==> config.mk <==
export PLATFORM = sky130hd
export DESIGN_NAME = ysyx_23060236_rd_arbiter
export DESIGN_NICKNAME = d
export VERILOG_FILES = /design/src/rtl/ysyx_23060236_rd_arbiter.sv
export SDC_FILE = /design/constraint.sdc
export NUM_CORES = 1
export LEC_CHECK = 0
export CORE_AREA = 2 2 104 106
export CTS_CLUSTER_SIZE = 24
export DETAILED_ROUTE_END_ITERATION = 8
export DIE_AREA = 0 0 106 108
export MAX_ROUTING_LAYER = met4
export PLACE_DENSITY = 0.76
export SYNTH_ARGS = -nofsm -noshare
export SYNTH_HDL_FRONTEND = slang
export SYNTH_SLANG_ARGS = --single-unit
export TNS_END_PERCENT = 100
==> constraint.sdc <==
create_clock -name clock -period 3.4 [get_ports clock]
set_clock_uncertainty 0.2 [all_clocks]
set_input_delay 1.02 -clock clock [delete_from_list [all_inputs] [get_ports clock]]
set_output_delay 1.02 -clock clock [all_outputs]
set_load 0.1 [all_outputs]
==> src/rtl/ysyx_23060236_rd_arbiter.sv <==
// Round-robin arbiter sharing one AXI4 read channel between IFU (m0, bursts) and LSU (m1).
// One read outstanding at a time; beats are counted and rid/rlast mismatches set a sticky flag.
module ysyx_23060236_rd_arbiter #(
  parameter int unsigned LEN_W = 8
) (
  input  logic             clock,
  input  logic             reset,
  // m0 (IFU)
  input  logic [31:0]      m0_araddr,
  input  logic             m0_arvalid,
  output logic             m0_arready,
  input  logic [LEN_W-1:0] m0_arlen,
  input  logic [2:0]       m0_arsize,
  input  logic [1:0]       m0_arburst,
  output logic [31:0]      m0_rdata,
  output logic [1:0]       m0_rresp,
  output logic             m0_rlast,
  output logic             m0_rvalid,
  input  logic             m0_rready,
  // m1 (LSU)
  input  logic [31:0]      m1_araddr,
  input  logic             m1_arvalid,
  output logic             m1_arready,
  input  logic [LEN_W-1:0] m1_arlen,
  input  logic [2:0]       m1_arsize,
  input  logic [1:0]       m1_arburst,
  output logic [31:0]      m1_rdata,
  output logic [1:0]       m1_rresp,
  output logic             m1_rlast,
  output logic             m1_rvalid,
  input  logic             m1_rready,
  // downstream
  output logic [31:0]      s_araddr,
  output logic             s_arvalid,
  output logic [3:0]       s_arid,
  output logic [LEN_W-1:0] s_arlen,
  output logic [2:0]       s_arsize,
  output logic [1:0]       s_arburst,
  input  logic             s_arready,
  input  logic [31:0]      s_rdata,
  input  logic [1:0]       s_rresp,
  input  logic             s_rlast,
  input  logic             s_rvalid,
  input  logic [3:0]       s_rid,
  output logic             s_rready,
  output logic             busy,
  output logic             proto_err
);

  localparam logic [1:0] StIdle = 2'd0;
  localparam logic [1:0] StAddr = 2'd1;
  localparam logic [1:0] StData = 2'd2;

  logic [1:0]       r_state, w_state_d;
  logic             r_gnt, w_gnt_d;
  logic             r_last_gnt, w_last_gnt_d;
  logic [LEN_W-1:0] r_beats, w_beats_d;
  logic             r_proto_err, w_proto_err_d;

  logic w_in_addr, w_in_data, w_sel_m0, w_sel_m1;
  logic w_gnt_arvalid, w_ar_hs, w_beat, w_rid_bad, w_len_bad;

  assign w_in_addr     = (r_state == StAddr);
  assign w_in_data     = (r_state == StData);
  assign w_sel_m0      = w_in_data & ~r_gnt;
  assign w_sel_m1      = w_in_data & r_gnt;
  assign w_gnt_arvalid = r_gnt ? m1_arvalid : m0_arvalid;
  assign w_ar_hs       = w_in_addr & w_gnt_arvalid & s_arready;
  assign w_beat        = w_in_data & s_rvalid & s_rready;
  assign w_rid_bad     = (s_rid != {3'b000, r_gnt});
  // rlast must coincide exactly with the beat counter reaching zero
  assign w_len_bad     = (s_rlast && (r_beats != '0)) || (!s_rlast && (r_beats == '0));

  always_comb begin
    w_state_d     = r_state;
    w_gnt_d       = r_gnt;
    w_last_gnt_d  = r_last_gnt;
    w_beats_d     = r_beats;
    w_proto_err_d = r_proto_err;
    case (r_state)
      StIdle: begin
        if (m0_arvalid | m1_arvalid) begin
          w_state_d = StAddr;
          w_gnt_d   = (m0_arvalid & m1_arvalid) ? ~r_last_gnt : m1_arvalid;
        end
      end
      StAddr: begin
        if (w_ar_hs) begin
          w_state_d = StData;
          w_beats_d = r_gnt ? m1_arlen : m0_arlen;
        end
      end
      StData: begin
        if (w_beat) begin
          if (r_beats != '0) w_beats_d = r_beats - LEN_W'(1);
          if (w_rid_bad || w_len_bad) w_proto_err_d = 1'b1;
          if (s_rlast) begin
            w_state_d    = StIdle;
            w_last_gnt_d = r_gnt;
          end
        end
      end
      default: w_state_d = StIdle;
    endcase
  end

  always_ff @(posedge clock or posedge reset) begin
    if (reset) begin
      r_state     <= StIdle;
      r_gnt       <= 1'b0;
      r_last_gnt  <= 1'b1;
      r_beats     <= '0;
      r_proto_err <= 1'b0;
    end else begin
      r_state     <= w_state_d;
      r_gnt       <= w_gnt_d;
      r_last_gnt  <= w_last_gnt_d;
      r_beats     <= w_beats_d;
      r_proto_err <= w_proto_err_d;
    end
  end

  assign s_arvalid  = w_in_addr & w_gnt_arvalid;
  assign s_araddr   = w_in_addr ? (r_gnt ? m1_araddr : m0_araddr) : '0;
  assign s_arlen    = w_in_addr ? (r_gnt ? m1_arlen : m0_arlen) : '0;
  assign s_arsize   = w_in_addr ? (r_gnt ? m1_arsize : m0_arsize) : '0;
  assign s_arburst  = w_in_addr ? (r_gnt ? m1_arburst : m0_arburst) : '0;
  assign s_arid     = w_in_addr ? {3'b000, r_gnt} : '0;
  assign m0_arready = w_in_addr & ~r_gnt & s_arready;
  assign m1_arready = w_in_addr & r_gnt & s_arready;

  assign m0_rvalid = w_sel_m0 & s_rvalid;
  assign m0_rdata  = w_sel_m0 ? s_rdata : '0;
  assign m0_rresp  = w_sel_m0 ? s_rresp : '0;
  assign m0_rlast  = w_sel_m0 & s_rlast;
  assign m1_rvalid = w_sel_m1 & s_rvalid;
  assign m1_rdata  = w_sel_m1 ? s_rdata : '0;
  assign m1_rresp  = w_sel_m1 ? s_rresp : '0;
  assign m1_rlast  = w_sel_m1 & s_rlast;
  assign s_rready  = w_in_data & (r_gnt ? m1_rready : m0_rready);

  assign busy      = (r_state != StIdle);
  assign proto_err = r_proto_err;

endmodule

==> metrics.txt <==
async set-reset flop share out of synthesis=100%; EDFF count, synth=0; synthesized instance count=~300; Post-Place Cell Area=6200 µm²; leading post-synthesis cells by cell area=and3_1, mux2i_1, dfrtp_1, nor2_1, clkbuf_1; sum of net half-perimeters after detailed placement=10.4 mm; share of the yosys chip area belonging to registers=roughly 15%; TritonCTS sink count=13; Period Utilization, post-route=97.6%; dominant cell type by area after synthesis=and3_1; class of the tightest hold or removal check=reg2reg; type of the setup path with the least slack=in2out; final number of hold-violating endpoints=0; number of clock buffers inserted by TritonCTS=3; area of the placeable core=a little over 10000 µm²; leakage power=around 2.8 nW; portion of synthesized cell area occupied by the leading cell type=20.8%; clock-pin slew reported for the worst setup and hold paths after clock tree synthesis=about 0.060 ns; vias per cell=approximately 4.8; Die H=108 µm; leftover overflow at the end of global routing=0; Yosys reg bits=13; maximum fanout encountered on the critical timing path=5; FP Rows=37; routed length per placed instance=around 18 µm; antenna-violating nets left=0; DRC violation count after routing=0; wire length of the first global-routing pass=between 15 and 20 mm; final WL=~12 mm; CTS HTree Levels=1; run status=finished, final reports clean; hold_ws=about 0.27 ns; starting density of the core=between 20% and 30%; number of buffers on the longest clock path=2; overall via count from detail_route=3270; Critical Path Start Type=primary input; critical path arrival=2.10 ns; Slowest Stage Delay on Critical Path=0.56 ns; max_slew headroom=about three fifths; ratio of cells with drive above 1 in the final layout=between 30% and 40%; required time of the worst setup path=about 2.2 ns; I/O pin cnt=~260; mean area per synthesized cell=7.29 µm²; Final Instance Count excl. Fillers=around 680; total non-filler cell area in the finished layout=~6300 µm²; clock tree from TritonCTS=yes; prevailing post-synth register cell=dfrtp_1; achievable clock frequency=301 MHz; max cap viols=0; Root Buffer=clkbuf_8; Post CTS Setup Buffer Count=0; endpoint kind of the worst setup timing path=output port; total negative slack=0 ns; crit path cell chain=clkdlybuf4s50_1 -> mux2i_1 -> nor2_2 -> buf_12; die area=11400 µm²; Overall Power=0.00667 W; DRT Pass-1 Iters=4; Power per Cell Area=1070 nW/µm²; number of synthesis warnings=0; initial detailed-routing violation count=between 100 and 150; Buffers on Ports=260; distinct cell type count of the synthesized netlist=just over 50; final critical delay including setup and external delays=around 3.3 ns; Die W=between 100 and 150 µm; worst skew pair latency=0.25 ns; number of nets in the layout=between 600 and 700; overall fraction of global-route tracks in use=between 20% and 30%; Syn Std Cell Area=2160 µm²; number of instances in the placed design=about 670; via count of the first global-routing pass=roughly 3.3k; maximum number of pins on one net before global-route repair=between 70 and 80; number of hold buffers added after cts=0; final-report max-slew violation count=0; setup repair after global routing missed its margin=false; slowest CP cell=clkdlybuf4s50_1; Max VDD drop=slightly above 0.8 mV; Layout area overhead=189%; Least-Margin Pin Slew=0.598 ns; number of antenna violations at the first check in global routing=2; total setup violations reported at the end of the flow=0; post-cts repair resize count=0; global placer's final weighted congestion=about 0.90
[path summary, 6_finish.rpt]
check | start | cells after the start | endpoint | slack (ns)
max in group asynchronous | reset | 2 | r_gnt | 1.69
setup reg to reg | r_beats[0] | 6 | r_beats[1] | 1.28
hold reg to reg | proto_err | 1 | proto_err | 0.27
min in group asynchronous | reset | 2 | r_beats[5] | 0.91
setup / recovery | m1_arvalid | 4 | s_arvalid | 0.08
hold / removal | proto_err | 1 | proto_err | 0.27
[cell usage after synthesis (all sizes together) (3+ instances only)]
library cell and instances:
nor3 3, clkbuf 22, mux2i 45, dfrtp 12, and3 72, a31oi 3, nor2 57, o21ai 5
a2bb2oi 3, a21oi 4, inv 7, mux2 3, o22ai 5, buf 10, or3 3, and2 4
[critical path, delay by kind of cell]
kind,cells,cell delay (ns)
and+or+nand+nor,1,0.18
muxes,1,0.14
buffers and inverters,2,0.75
[metrics by stage]
stage          utilization [%]  worst slack, ns
2_1_floorplan                -           -0.201
3_3_place_gp              60.6            0.101
3_5_place_dp              60.6           0.0839
4_1_cts                   61.0           0.0824
5_1_grt                   61.1           0.0267
6_report                  61.1           0.0828
[flip-flops by register name, indices dropped and copies added (netlist names)]
register and cells:
r_state 2, r_last_gnt 1, r_beats 8, r_gnt 1, proto_err 1
[layout make-up]
cell class	instances	area, µm²
well taps	136	170
flip-flops and latches	13	330
diodes	2	5.00
fillers	813	3980
clock buffers	4	45.0
inverters	7	26.3
multi-input cells	247	1790
repair buffers	266	3890
[cells by family (layout without fill, tap and decap cells)]
family / Yosys count / count (layout) / share of synthesized area (%)
AO/OA/AOI/OAI: 34 / 34 / 12.0
XOR/XNOR: 1 / 1 / 0.405
adder cells (fa/ha/maj): 2 / 2 / 1.16
buffers and inverters: 39 / 277 / 8.15
flip-flops: 13 / 13 / 15.1
multiplexers: 48 / 48 / 22.9
other: 1 / 5 / 0.173
AND/OR/NAND/NOR: 159 / 159 / 40.1
[power by group]
group          internal (W)  switching, W
Sequential         0.000241      0.000139
Combinational       0.00209       0.00406
Clock             0.0000831     0.0000620
[metal layers]
layer	up-vias	share of wire [%]	track usage [%]
met5	-	0	-
met4	0	1.6	3.48
met3	12	8.2	5.49
met2	183	54	38.6
met1	1525	36	21.7
li1	1550	-	-
[cell usage in the layout (no fill, tap or decap), types with 4 or more instances in the layout]
cell type          n
buf_4              6
nor2_2            46
mux2i_1           44
o22ai_1            4
a21oi_1            4
buf_12           124
and2_1             4
o21ai_1            4
nor2_1            11
and3_1            72
inv_1              6
dfrtp_1           11
clkdlybuf4s50_1  136
(Power assumes the default switching activity.)
